**src/rtl/led_flash_out_if.sv**
```systemverilog
// Event/LED handshake bundle between control logic and the LED flasher.
interface led_flash_out_if #(
    parameter int PEND_W = 4
);
    logic              evt_in;
    logic              clear;
    logic              led_out;
    logic              busy;
    logic [PEND_W-1:0] pending;
    logic              overflow;

    modport master (
        output evt_in,
        output clear,
        input  led_out,
        input  busy,
        input  pending,
        input  overflow
    );

    modport slave (
        input  evt_in,
        input  clear,
        output led_out,
        output busy,
        output pending,
        output overflow
    );
endinterface

```
**src/rtl/led_flash_out.sv**
```systemverilog
// LED flasher: turns single-cycle event strobes into visible flashes paced by a
// free-running tick. Events arriving mid-flash are queued in a saturating counter.
module led_flash_out #(
    parameter logic [19:0] TICK_MAX  = 20'd1000000,
    parameter logic [7:0]  ON_TICKS  = 8'd20,
    parameter logic [7:0]  GAP_TICKS = 8'd10,
    parameter int          PEND_W    = 4
) (
    input  logic             clock,
    input  logic             reset,
    led_flash_out_if.slave   bus
);

    typedef enum logic [1:0] {
        ST_IDLE = 2'd0,
        ST_ON   = 2'd1,
        ST_GAP  = 2'd2
    } state_t;

    localparam logic [PEND_W-1:0] PEND_MAX  = {PEND_W{1'b1}};
    localparam logic [PEND_W-1:0] PEND_ZERO = {PEND_W{1'b0}};
    localparam logic [PEND_W-1:0] PEND_ONE  = {{(PEND_W-1){1'b0}}, 1'b1};

    state_t            state_r;
    logic [19:0]       tick_cnt_r;
    logic [7:0]        phase_cnt_r;
    logic              led_r;
    logic              busy_r;
    logic [PEND_W-1:0] pending_r;
    logic              overflow_r;

    logic tick_s;
    logic on_done_s;
    logic gap_done_s;
    logic pend_inc_s;
    logic pend_dec_s;

    // A phase ends on the edge that closes the cycle carrying its Nth tick,
    // so the count of ticks already seen must be N-1 when that tick arrives.
    always_comb begin
        tick_s     = (tick_cnt_r == TICK_MAX);
        on_done_s  = tick_s && (phase_cnt_r == (ON_TICKS - 8'd1));
        gap_done_s = tick_s && (phase_cnt_r == (GAP_TICKS - 8'd1));
        if (state_r != ST_IDLE) begin
            pend_inc_s = bus.evt_in;
        end else begin
            pend_inc_s = 1'b0;
        end
        if ((state_r == ST_GAP) && gap_done_s && (pending_r != PEND_ZERO)) begin
            pend_dec_s = 1'b1;
        end else begin
            pend_dec_s = 1'b0;
        end
    end

    // Free-running tick counter; never paused, restarted or cleared by clear.
    always_ff @(posedge clock or posedge reset) begin
        if (reset) begin
            tick_cnt_r <= 20'd0;
        end else if (tick_s) begin
            tick_cnt_r <= 20'd0;
        end else begin
            tick_cnt_r <= tick_cnt_r + 20'd1;
        end
    end

    // Flash FSM with phase counter, pending queue and registered outputs.
    always_ff @(posedge clock or posedge reset) begin
        if (reset) begin
            state_r     <= ST_IDLE;
            phase_cnt_r <= 8'd0;
            led_r       <= 1'b0;
            busy_r      <= 1'b0;
            pending_r   <= PEND_ZERO;
            overflow_r  <= 1'b0;
        end else if (bus.clear) begin
            state_r     <= ST_IDLE;
            phase_cnt_r <= 8'd0;
            led_r       <= 1'b0;
            busy_r      <= 1'b0;
            pending_r   <= PEND_ZERO;
            overflow_r  <= 1'b0;
        end else begin
            case (state_r)
                ST_IDLE: begin
                    phase_cnt_r <= 8'd0;
                    if (bus.evt_in) begin
                        state_r <= ST_ON;
                        led_r   <= 1'b1;
                        busy_r  <= 1'b1;
                    end else begin
                        led_r   <= 1'b0;
                        busy_r  <= 1'b0;
                    end
                end
                ST_ON: begin
                    if (on_done_s) begin
                        state_r     <= ST_GAP;
                        led_r       <= 1'b0;
                        phase_cnt_r <= 8'd0;
                    end else if (tick_s) begin
                        phase_cnt_r <= phase_cnt_r + 8'd1;
                    end else begin
                        phase_cnt_r <= phase_cnt_r;
                    end
                end
                ST_GAP: begin
                    if (gap_done_s) begin
                        phase_cnt_r <= 8'd0;
                        if (pending_r != PEND_ZERO) begin
                            state_r <= ST_ON;
                            led_r   <= 1'b1;
                        end else begin
                            state_r <= ST_IDLE;
                            busy_r  <= 1'b0;
                        end
                    end else if (tick_s) begin
                        phase_cnt_r <= phase_cnt_r + 8'd1;
                    end else begin
                        phase_cnt_r <= phase_cnt_r;
                    end
                end
                default: begin
                    state_r     <= ST_IDLE;
                    phase_cnt_r <= 8'd0;
                    led_r       <= 1'b0;
                    busy_r      <= 1'b0;
                end
            endcase

            // A queued event and a dequeue in the same cycle cancel out.
            if (pend_inc_s && !pend_dec_s) begin
                if (pending_r == PEND_MAX) begin
                    overflow_r <= 1'b1;
                end else begin
                    pending_r <= pending_r + PEND_ONE;
                end
            end else if (pend_dec_s && !pend_inc_s) begin
                pending_r <= pending_r - PEND_ONE;
            end else begin
                pending_r <= pending_r;
            end
        end
    end

    assign bus.led_out  = led_r;
    assign bus.busy     = busy_r;
    assign bus.pending  = pending_r;
    assign bus.overflow = overflow_r;

endmodule

```
**src/flat_wrapper.sv**
```systemverilog
// flat-port wrapper written by rule: the top's interface ports become plain ports
module led_flash_out_flat 
#(
    parameter logic [19:0] TICK_MAX  = 20'd1000000,
    parameter logic [7:0]  ON_TICKS  = 8'd20,
    parameter logic [7:0]  GAP_TICKS = 8'd10,
    parameter int          PEND_W    = 4
)
  (clock, reset, bus_evt_in, bus_clear, bus_led_out, bus_busy, bus_pending, bus_overflow);
  led_flash_out_if #(.PEND_W(PEND_W)) bus_i ();
  input  logic clock;
  input  logic reset;
  input wire logic [$bits(bus_i.evt_in)-1:0] bus_evt_in;
  input wire logic [$bits(bus_i.clear)-1:0] bus_clear;
  output wire logic [$bits(bus_i.led_out)-1:0] bus_led_out;
  output wire logic [$bits(bus_i.busy)-1:0] bus_busy;
  output wire logic [$bits(bus_i.pending)-1:0] bus_pending;
  output wire logic [$bits(bus_i.overflow)-1:0] bus_overflow;
  assign bus_i.evt_in = bus_evt_in;
  assign bus_i.clear = bus_clear;
  assign bus_led_out = bus_i.led_out;
  assign bus_busy = bus_i.busy;
  assign bus_pending = bus_i.pending;
  assign bus_overflow = bus_i.overflow;
  led_flash_out #(.TICK_MAX(TICK_MAX), .ON_TICKS(ON_TICKS), .GAP_TICKS(GAP_TICKS), .PEND_W(PEND_W)) u_core (.clock(clock), .reset(reset), .bus(bus_i));
endmodule
```
**config.mk**
```make
export PLATFORM = sky130hd
export DESIGN_NAME = led_flash_out_flat
export DESIGN_NICKNAME = d
export VERILOG_FILES = /design/src/rtl/led_flash_out_if.sv /design/src/rtl/led_flash_out.sv /design/src/flat_wrapper.sv
export SDC_FILE = /design/constraint.sdc
export NUM_CORES = 1
export LEC_CHECK = 0
export ABC_AREA = 0
export CAP_MARGIN = 20
export CORE_UTILIZATION = 30
export CTS_CLUSTER_SIZE = 28
export DETAILED_ROUTE_END_ITERATION = 10
export PLACE_DENSITY = 0.43
export SYNTH_ARGS = -nofsm -noshare
export SYNTH_HDL_FRONTEND = slang
export SYNTH_SLANG_ARGS = --single-unit
```
**constraint.sdc**
```tcl
create_clock -name clock -period 3.5 [get_ports clock]
set_clock_uncertainty 0.2 [all_clocks]
set_input_delay 0.875 -clock clock [delete_from_list [all_inputs] [get_ports clock]]
set_output_delay 0.875 -clock clock [all_outputs]
set_load 0.1 [all_outputs]
```
==> out/results.txt <==
outcome: finished, final reports clean
endpoints failing setup: 0
antenna violations before repair: 0
Pwr Density: 517 mW/mm²
vias per cell: 4.75
Num CTS Buffers: 5
Post-CTS Hold Buffers: 0
post-synthesis cell count: 225
max frequency: 0.326 GHz
Placer Congestion: 0.767
Ys Warns: 0
router iterations before antenna repair: 4
Final Critical Period: 3.07 ns
maximum VDD drop: 0.125 mV
M1 GR Usage: 17.4%
Syn Area/Cell: 9.96 µm²
clock tree sinks: 37
async set or reset register ratio after synthesis: 100%
Final period util: 87.6%
Max Buffers Root-to-Sink: 2
max cap viols: 0
Final WS setup: 0.433 ns
CP max-delay cell: clkdlybuf4s50_1
WP buf/inv: 1
Top FF cell, synth: dfrtp_1
post-layout util: 34.8%
root buffer cell: clkbuf_8
Post-Place Cells: 331
family with the most delay on the worst path: simple AND/OR/NAND/NOR gates
sequential share of the synthesized area: 41.3%
Antenna Cells: 0
pre-CTS setup slack: 0.112 ns
Core ar.: 0.00725 mm²
Nets: 255
Starting Density: 30.9%
CP Max Fanout: 4
number of global-route vias before repair: 1582
r2r endpoint: u_core.bus.pending[3]
commonest non-fill, non-tap cell in the layout: dfrtp_1
Max Slew Vio Count: 0
WL final: 4.60 mm
fillers: 753
R2R Setup Slk: 0.51 ns
peak-usage layer in the global routing report: met2
Fin Setup TNS: 0 ns
Hold Path Sink: u_core.tick_cnt_r[0]
reg2reg path depth: 11
Site Rows: 31
worst hold slack: 0.289 ns
wire length per cell: 13.6 µm
largest net degree at the start of global routing: 38
Final Hold Fails: 0
FF-to-FF Start: u_core.state_r[0]
hold path start: u_core.tick_cnt_r[0]
Worst Setup Start Kind: input pin
CP Capture Type: register
layout cells sized above 1: 14.2%
met2 Resource Use GR: 20.6%
crit path kind: input pin to register
Cell variety after synth: 50
Die Span Y: 88.4 µm
CTS clock-pin slew for the worst setup and hold paths: 0.07 ns
LEAKAGE: 1.16 nW
EDFF count, synth: 0
register area: 926 µm²
final non-filler cell total: 339
Req. time, crit path: 3.48 ns
Yosys reg bits: 37
max_slew headroom: 66.7%
DR DRC count: 0
full die area: 0.00782 mm²
total gr overflow: 0
Post-CTS Setup Bufs: 0
Detail Route Antenna Nets: 0
M3 GR Usage: 2.89%
number of DRC markers in iteration 0: 84
Clock Latency Late Sink: 0.29 ns
sequence of cells on the critical path: clkdlybuf4s50_1 > nor2b_1 > nand2_1 > ha_1 > a21o_1 > a211oi_1 > nor4b_1 > a21oi_1 > mux2_2
# IOs: 11
DR vias: 1610
Critical Path AT: 3.04 ns
Syn Std Cell Area: 0.00224 mm²
CP max stage delay: 0.51 ns
footprint of the multi-input gates: 0.00121 mm²
total track usage: 13.1%
area added between synthesis and finish: 12.6%
Post-CTS Resized: 0
CTS tree: built
first-pass GRT wire length: 7.67 mm
IO Port Bufs: 10
Power, Total: 1.30 mW
most frequent cells in the layout: dfrtp_1, nor2_1, inv_1, nand2_1, nand3_1
Hold Crit Class: register to register
CTS H-Tree Depth: 2
Die Width: 88.4 µm
RSZ-0062 raised after global routing: no
worst slew pin tran: 0.500 ns
Hold Path Cell Cnt: 1
post-route cell area: 0.00252 mm²
dpl hpwl: 3.29 mm
post-synth net total: 241
placed cell area: 0.00242 mm²
==> final cells by class <==
cell class	instances	share of cell area [%]
repair buffers	14	4.46
clock inverters	1	0.198
inverters	13	1.93
well taps	99	4.91
flip-flops and latches	37	36.7
multi-input cells	168	48.0
clock buffers	7	3.82
==> logic make-up after synthesis <==
kind of cell	Yosys count	synth area share (%)
AND/OR/NAND/NOR	105	28.1
flip-flops	37	41.3
XOR/XNOR	23	8.99
AO/OA/AOI/OAI	21	6.36
buffers and inverters	20	4.63
adder cells (fa/ha/maj)	12	7.04
multiplexers	7	3.57
==> power breakdown <==
group / internal, mW / switching (mW) / leakage [nW]
Clock: 0.178 / 0.154 / 0.0542
Combinational: 0.152 / 0.327 / 0.610
Sequential: 0.457 / 0.0369 / 0.499
Total: 0.787 / 0.518 / 1.16
==> synth_stat cells, types with 4 or more instances <==
library cell,count,area share (%)
nor3_1,4,0.89
nand4_1,7,2.0
nor2_1,24,4.0
dfrtp_1,37,41
a21oi_1,5,1.1
inv_1,13,2.2
and3_1,8,2.2
and4_1,6,2.3
nand3_1,13,2.9
xor2_1,12,4.7
xnor2_1,11,4.3
ha_1,11,6.1
nand2_1,13,2.2
and2_1,5,1.4
==> metal layers <==
layer  wire length [µm]  share of wire, %  vias to the layer above
met5                  0                 0                        -
met4                 79               1.7                        0
met3                115               2.5                        9
met2               2090                45                       22
met1               2310                50                      763
li1                   -                 -                      816
==> registers in the layout, indices dropped and copies added (netlist names) <==
register,cells
u_core.tick_cnt_r,20
u_core.bus.busy,1
u_core.state_r,2
u_core.phase_cnt_r,8
u_core.bus.led_out,1
u_core.bus.overflow,1
u_core.bus.pending,4
==> worst max-delay path by stage <==
stage,start,to,cells past startpoint
finish,bus_evt_in,u_core.bus.pending[3],9
global route,u_core.state_r[0],u_core.bus.pending[3],11
CTS,bus_evt_in,u_core.bus.pending[3],9
detailed placement,bus_evt_in,u_core.bus.pending[3],9
global placement,bus_evt_in,u_core.bus.pending[3],9
floorplan,u_core.bus.pending[0],u_core.bus.pending[3],9
(Power assumes the default switching activity.)
